**src/rtl/vr_vc_converter.sv**
```systemverilog
`default_nettype none
// ============================================================================
// Module   : vr_vc_converter
// Brief    : Valid/ready slave to valid/credit master converter. Beats are
//            accepted only while at least one credit is held and appear on the
//            link through a single output register (one cycle of latency).
//            Optional build macro VR_VC_CREDIT_ERR_EN adds a sticky err_o flag
//            raised on a credit overflow.
// Revision : 1.0 - initial release
// ============================================================================
module vr_vc_converter #(
    parameter int DATA_WIDTH = 8,
    parameter int CREDIT_NUM = 2
) (
    input  logic                            clk,
    input  logic                            rst,
    input  logic [DATA_WIDTH-1:0]           s_data_i,
    input  logic                            s_valid_i,
    output logic                            s_ready_o,
    output logic [DATA_WIDTH-1:0]           m_data_o,
    output logic                            m_valid_o,
    input  logic                            m_credit_i,
    output logic [$clog2(CREDIT_NUM+1)-1:0] credit_cnt_o
`ifdef VR_VC_CREDIT_ERR_EN
    ,
    output logic                            err_o
`endif
);

    localparam int                 c_CNT_W   = $clog2(CREDIT_NUM + 1);
    localparam logic [c_CNT_W-1:0] c_CNT_MAX = c_CNT_W'(CREDIT_NUM);
    localparam logic [c_CNT_W-1:0] c_CNT_ONE = c_CNT_W'(1);

    logic [c_CNT_W-1:0]    r_cnt;
    logic [c_CNT_W-1:0]    w_cnt_nxt;
    logic                  r_valid;
    logic [DATA_WIDTH-1:0] r_data;
    logic                  w_ready;
    logic                  w_acc;
    logic                  w_overflow;

    // Ready depends only on the registered count, never on the same-cycle
    // credit input, so a credit arriving at zero is usable one cycle later.
    assign w_ready    = (r_cnt != '0);
    assign w_acc      = s_valid_i && w_ready;
    // A credit with nothing to consume it while already full would exceed the
    // receiver's buffer depth; the counter saturates instead of wrapping.
    assign w_overflow = m_credit_i && !w_acc && (r_cnt == c_CNT_MAX);

    // Next credit count: a send and a return in the same cycle cancel out.
    always_comb begin
        w_cnt_nxt = r_cnt;
        if (w_acc && !m_credit_i) begin
            w_cnt_nxt = r_cnt - c_CNT_ONE;
        end else if (!w_acc && m_credit_i && !w_overflow) begin
            w_cnt_nxt = r_cnt + c_CNT_ONE;
        end
    end

    // Credit counter and output register; reset drops any beat in flight.
    always_ff @(posedge clk) begin
        if (rst) begin
            r_cnt   <= '0;
            r_valid <= 1'b0;
            r_data  <= '0;
        end else begin
            r_cnt   <= w_cnt_nxt;
            r_valid <= w_acc;
            if (w_acc) begin
                r_data <= s_data_i;
            end
        end
    end

`ifdef VR_VC_CREDIT_ERR_EN
    logic r_err;

    // Sticky overflow flag, cleared only by reset.
    always_ff @(posedge clk) begin
        if (rst) begin
            r_err <= 1'b0;
        end else if (w_overflow) begin
            r_err <= 1'b1;
        end
    end

    assign err_o = r_err;
`endif

    assign s_ready_o    = w_ready;
    assign m_valid_o    = r_valid;
    assign m_data_o     = r_data;
    assign credit_cnt_o = r_cnt;

endmodule
`default_nettype wire

```
**config.mk**
```make
export PLATFORM = sky130hd
export DESIGN_NAME = vr_vc_converter
export DESIGN_NICKNAME = d
export VERILOG_FILES = /design/src/rtl/vr_vc_converter.sv
export SDC_FILE = /design/constraint.sdc
export NUM_CORES = 1
export LEC_CHECK = 0
export CORE_UTILIZATION = 25
export CTS_CLUSTER_SIZE = 14
export DETAILED_ROUTE_END_ITERATION = 10
export PLACE_DENSITY = 0.6
export SLEW_MARGIN = 0
export SYNTH_ARGS = -nofsm -noshare
export SYNTH_HDL_FRONTEND = slang
export SYNTH_SLANG_ARGS = --single-unit
```
**constraint.sdc**
```tcl
create_clock -name clk -period 1.55 [get_ports clk]
set_clock_uncertainty 0.1 [all_clocks]
set_input_delay 0.2325 -clock clk [delete_from_list [all_inputs] [get_ports clk]]
set_output_delay 0.2325 -clock clk [all_outputs]
set_load 0.02 [all_outputs]
```
# ---- Word level (Yosys, flattened, before mapping)
# Cells that the tools add are included.
dict set report op_classes {
  eq_ne 1
  reduce_logical 10
  muxes 2
  addsub 2
}
# cell count
set op_table {}
lappend op_table {{$logic_and 1x1->1} 5}
lappend op_table {{$mux 2} 2}
lappend op_table {{$reduce_bool 2->1} 2}
lappend op_table {{$logic_not 1->1} 3}
lappend op_table {{$add 2x1->2 const B} 1}
lappend op_table {{$eq 2x2->1 const B} 1}
lappend op_table {{$sub 2x1->2 const B} 1}
dict set report totals {
  register_bits 11
  word_cells 18
}

# ---- Logic depth before layout (Yosys ltp)
dict set report depth {
  depth_word 9
  mapped_depth 4
  mapped_depth_nobuf 3
}

# ---- Worst setup path before layout
# Ideal clock, no wire load.
dict set report synth_path {
  kind {register -> register}
  start {reg r_cnt[1], in the netlist credit_cnt_o[1]}
  end {reg r_data[0], in the netlist m_data_o[0]}
  t_required_ns 1.322
  slack_ns 0.364
  stages_incl_launch_ff 5
  period_less_slack_ns 1.186
  t_arrival_ns 0.959
  path_cell_list {dfxtp_1 o21ai_2 buf_6 mux2i_1 nor2_1}
}
dict set report synth_between {
  elab_chain_len 2
}
# item line
set synth_rtl {}
lappend synth_rtl {{from (decl)} 34} ;# logic [c_CNT_W-1:0] r_cnt;
lappend synth_rtl {{from (signal assigned)} 67} ;# r_cnt <= w_cnt_nxt;
lappend synth_rtl {{$reduce_bool 2->1} 44} ;# assign w_ready = (r_cnt != '0);
lappend synth_rtl {{$logic_and 1x1->1} 45} ;# assign w_acc = s_valid_i && w_ready;
lappend synth_rtl {{to (signal assigned)} 70} ;# r_data <= s_data_i;
lappend synth_rtl {{to (decl)} 37} ;# logic [DATA_WIDTH-1:0] r_data;
# No other way between the ends.
# A chain may end at the register's enable or synchronous reset.

# ---- Worst setup path after layout
dict set report layout_path {
  start {reg r_valid, in the netlist m_valid_o}
  end {out m_valid_o}
}
# item line
set layout_lines {}
lappend layout_lines {{from (decl)} 36} ;# logic r_valid;
lappend layout_lines {{from (signal assigned)} 68} ;# r_valid <= w_acc;
lappend layout_lines {{to (decl)} 21} ;# output logic m_valid_o,
# No word-level cell between the ends.

==> qor_table.md <==
| Result | Value | Unit |
|:---|:---|:---|
| Outcome | finished, violations left | - |
| Violations in the final reports | DRC | - |
| Routed length per placed instance | 10.0 | µm |
| GRT Overall Usage | 0.106 | - |
| Final standard cell count with taps included and fillers excluded | 87 | - |
| Cell count after placement | 83 | - |
| IO Port Bufs | 23 | - |
| Row cnt | 14 | - |
| Die boundary height | 43.5 | µm |
| Achievable frequency | 668 | MHz |
| Routability congestion estimate | 0.670 | - |
| Post-layout nets | 84 | - |
| Cell accounting for the most synthesized area | sky130_fd_sc_hd__dfxtp_1 | - |
| Min Clock Period, post-route | 1500 | ps |
| Overflow left after global routing | 0 | - |
| Gate power share | 0.210 | - |
| Most area-consuming cells after synthesis | sky130_fd_sc_hd__dfxtp_1 (51%), sky130_fd_sc_hd__mux2i_1 (21%), sky130_fd_sc_hd__nor2_1 (8.7%), sky130_fd_sc_hd__a21oi_1 (3.5%), sky130_fd_sc_hd__buf_6 (2.6%) | - |
| Layout Area Growth over Synthesis | 66.3 | % |
| Unrepaired setup endpoints after global routing | false | - |
| Buffer count from post-CTS setup fixing | 0 | - |
| Post-synth top area share | 0.512 | - |
| Total of max-cap violations | 0 | - |
| Worst relative slew slack | 0.611 | - |
| Clock power frac | 0.304 | - |
| Number of synthesis warnings | 0 | - |
| WP depth | 1 | - |
| Clock Root Buffer | sky130_fd_sc_hd__clkbuf_4 | - |
| Pwr Density | 886 | nW/µm² |
| Per-cell via count in the routed design | 4.28 | - |
| Per-instance average area after synthesis | 10.0 | µm² |
| Crit path required time | 1220 | ps |
| Drt total wl | 870 | µm |
| Reported leakage power | 0.429 | nW |
| Total power draw | 0.634 | mW |
| Net Count, Synth | 55 | - |
| Number of distinct standard cells referenced by the synthesized netlist | 14 | - |
| Dominant delay contributor by cell family on the critical path | buffers and inverters | - |
| Maximum number of pins on one net before global-route repair | 10 | - |
| Endpoints failing hold | 0 | - |
| Synthesized flop and latch total | 11 | - |
| Portion of total power attributed to sequential cells | 0.486 | - |
| CTS tree | done | - |
| Endpoint type of the worst setup path | primary output | - |
| Part of the Yosys area used for sequential elements | 0.512 | - |
| Maximum count of clock buffers along a single path | 2 | - |
| Kind of start point of the critical path | flop | - |
| Post-route DRC violation count | 2 | - |
| DIE WIDTH | 43.5 | µm |
| Starting utilization of the core area | 0.276 | - |
| Largest voltage drop on the vdd net | 0.475 | mV |
| Fraction of final layout cells with drive strength greater than 1 | 0.127 | - |
| Global-route wire length before repair | 1480 | µm |
| Setup Viol. Count Final | 0 | - |
| Insertion delay to the later sink of the worst-skew pair | 260 | ps |
| Std-Cell Core Area | 1560 | µm² |
| Post-detailed-route count of antenna-violating nets | 0 | - |
| Start-to-end type of the worst setup path | flop to primary output | - |
| Min-delay worst type | flop to flop | - |
| Final core utilization | 0.459 | - |
| Register clock-pin slew on the reported worst setup and hold paths | 70 | ps |
| Cell Area, Synth | 430 | µm² |
| WP data arrival | 1170 | ps |
| Cell depth of the worst hold path | 2 | - |
| I/O pin total | 24 | - |
| CTS H-Tree Depth | 1 | - |
| Switching pwr | 0.164 | mW |
| Final count of pins violating max slew | 0 | - |
| Via count of the first global-routing pass | 360 | - |
| DRC marker count from the first detailed-route iteration | 9 | - |
| Number of cells on the worst reg-to-reg path | 3 | - |
| Number of antenna violations at the first check in global routing | 0 | - |
| Critical path, cell by cell | clkdlybuf4s50_1 | - |
| Net switching share of the total power | 0.259 | - |
| Total number of clock tree sinks | 11 | - |
| Gate count after technology mapping | 43 | - |
| N_diodes | 0 | - |
| Overall via count from detail_route | 372 | - |
| First-pass iteration count of the detailed router | 7 | - |
| Cell with the biggest individual delay on the critical path | sky130_fd_sc_hd__clkdlybuf4s50_1 | - |
| Transition time of the tightest slew-check pin | 584 | ps |
| Maximum cell stage delay along the critical path | 590 | ps |
| Final period util | 0.966 | - |
| Clock buffers created by TritonCTS | 3 | - |
| Bufs and invs on worst path | 1 | - |
| Max FO, Critical Path | 1 | - |
| Sum Neg Setup Slack | 0 | ps |
| Total half-perimeter wirelength after legalization and detailed placement | 620 | µm |
| Internal power of the cells | 0.470 | mW |
| Die Area | 1890 | µm² |
## through the flow
stage	cell area (µm²)	hold WS, ps	setup slack, ps
finish	716	391	52.4
global route	716	427	4.40
CTS	708	405	6.63
detailed placement	688	388	52.6
global placement	688	379	66.1
floorplan	430	276	364
## layout by cell type, fill, tap and decap left out
master,n
sky130_fd_sc_hd__o21ai_2,1
sky130_fd_sc_hd__nand2b_1,1
sky130_fd_sc_hd__nor3_1,1
sky130_fd_sc_hd__nor2b_1,1
sky130_fd_sc_hd__dfxtp_1,11
sky130_fd_sc_hd__nand2_1,1
sky130_fd_sc_hd__a21oi_1,3
sky130_fd_sc_hd__xor2_1,1
sky130_fd_sc_hd__dlygate4sd2_1,5
sky130_fd_sc_hd__or2_2,1
sky130_fd_sc_hd__dlymetal6s2s_1,5
sky130_fd_sc_hd__buf_4,3
sky130_fd_sc_hd__clkbuf_4,3
sky130_fd_sc_hd__clkbuf_1,1
sky130_fd_sc_hd__nor2_1,10
sky130_fd_sc_hd__mux2i_1,9
sky130_fd_sc_hd__clkdlybuf4s50_1,12
sky130_fd_sc_hd__clkbuf_2,1
sky130_fd_sc_hd__o21a_1,1
## area by class of cell
cell class	instances	area, µm²
clock buffers	4	26.3
fillers	152	843
multi-input cells	30	195
flip-flops and latches	11	220
well taps	16	20.0
repair buffers	26	254
## cells by family after synthesis
logic type,after synthesis,synth area share
multiplexers,9,0.209
AO/OA/AOI/OAI,5,0.0727
XOR/XNOR,1,0.0204
flip-flops,11,0.512
buffers and inverters,2,0.0349
AND/OR/NAND/NOR,15,0.151
## final timing paths
kind                                     start                  endpoint  slack [ps]
setup / recovery          m_valid_o$_SDFF_PP0_                 m_valid_o          50
hold / removal        m_data_o[0]$_SDFFE_PP0P_  m_data_o[0]$_SDFFE_PP0P_         390
hold reg to reg       m_data_o[0]$_SDFFE_PP0P_  m_data_o[0]$_SDFFE_PP0P_         390
setup reg to reg  credit_cnt_o[0]$_SDFFE_PP0P_  m_data_o[5]$_SDFFE_PP0P_         180
## synth_stat cells, drive strengths merged
cell,n
a21oi,3
buf,1
clkbuf,1
dfxtp,11
mux2i,9
nand2,1
nand2b,1
nor2,10
nor2b,1
nor3,1
o21a,1
o21ai,1
or2,1
xor2,1
## what timing repair did
action	4_1_cts	5_1_grt
gates resized for setup	7	6
setup endpoints to repair	6	6
hold buffers	0	0
## metal layers
| metal | global-route usage | vias up | wire length (µm) |
|---|---|---|---|
| li1 | - | 200 | - |
| met1 | 0.141 | 153 | 405 |
| met2 | 0.155 | 17 | 376 |
| met3 | 0.0417 | 2 | 77 |
| met4 | 0.0375 | 0 | 10 |
| met5 | 0 | - | 0 |
## flip-flops by register name, summed over array words and instances (netlist names)
signal and cells:
credit_cnt_o 2, m_data_o 8, m_valid_o 1
## power by group through the flow
stage | clock network [mW] | logic, mW | registers [mW]
CTS | 0.201 | 0.138 | 0.309
floorplan | 0 | 0.0517 | 0.334
global route | 0.215 | 0.145 | 0.312
global placement | 0 | 0.144 | 0.315
finish | 0.193 | 0.133 | 0.308
detailed placement | 0 | 0.143 | 0.316
Note: power is estimated with default switching activity, not from simulation.
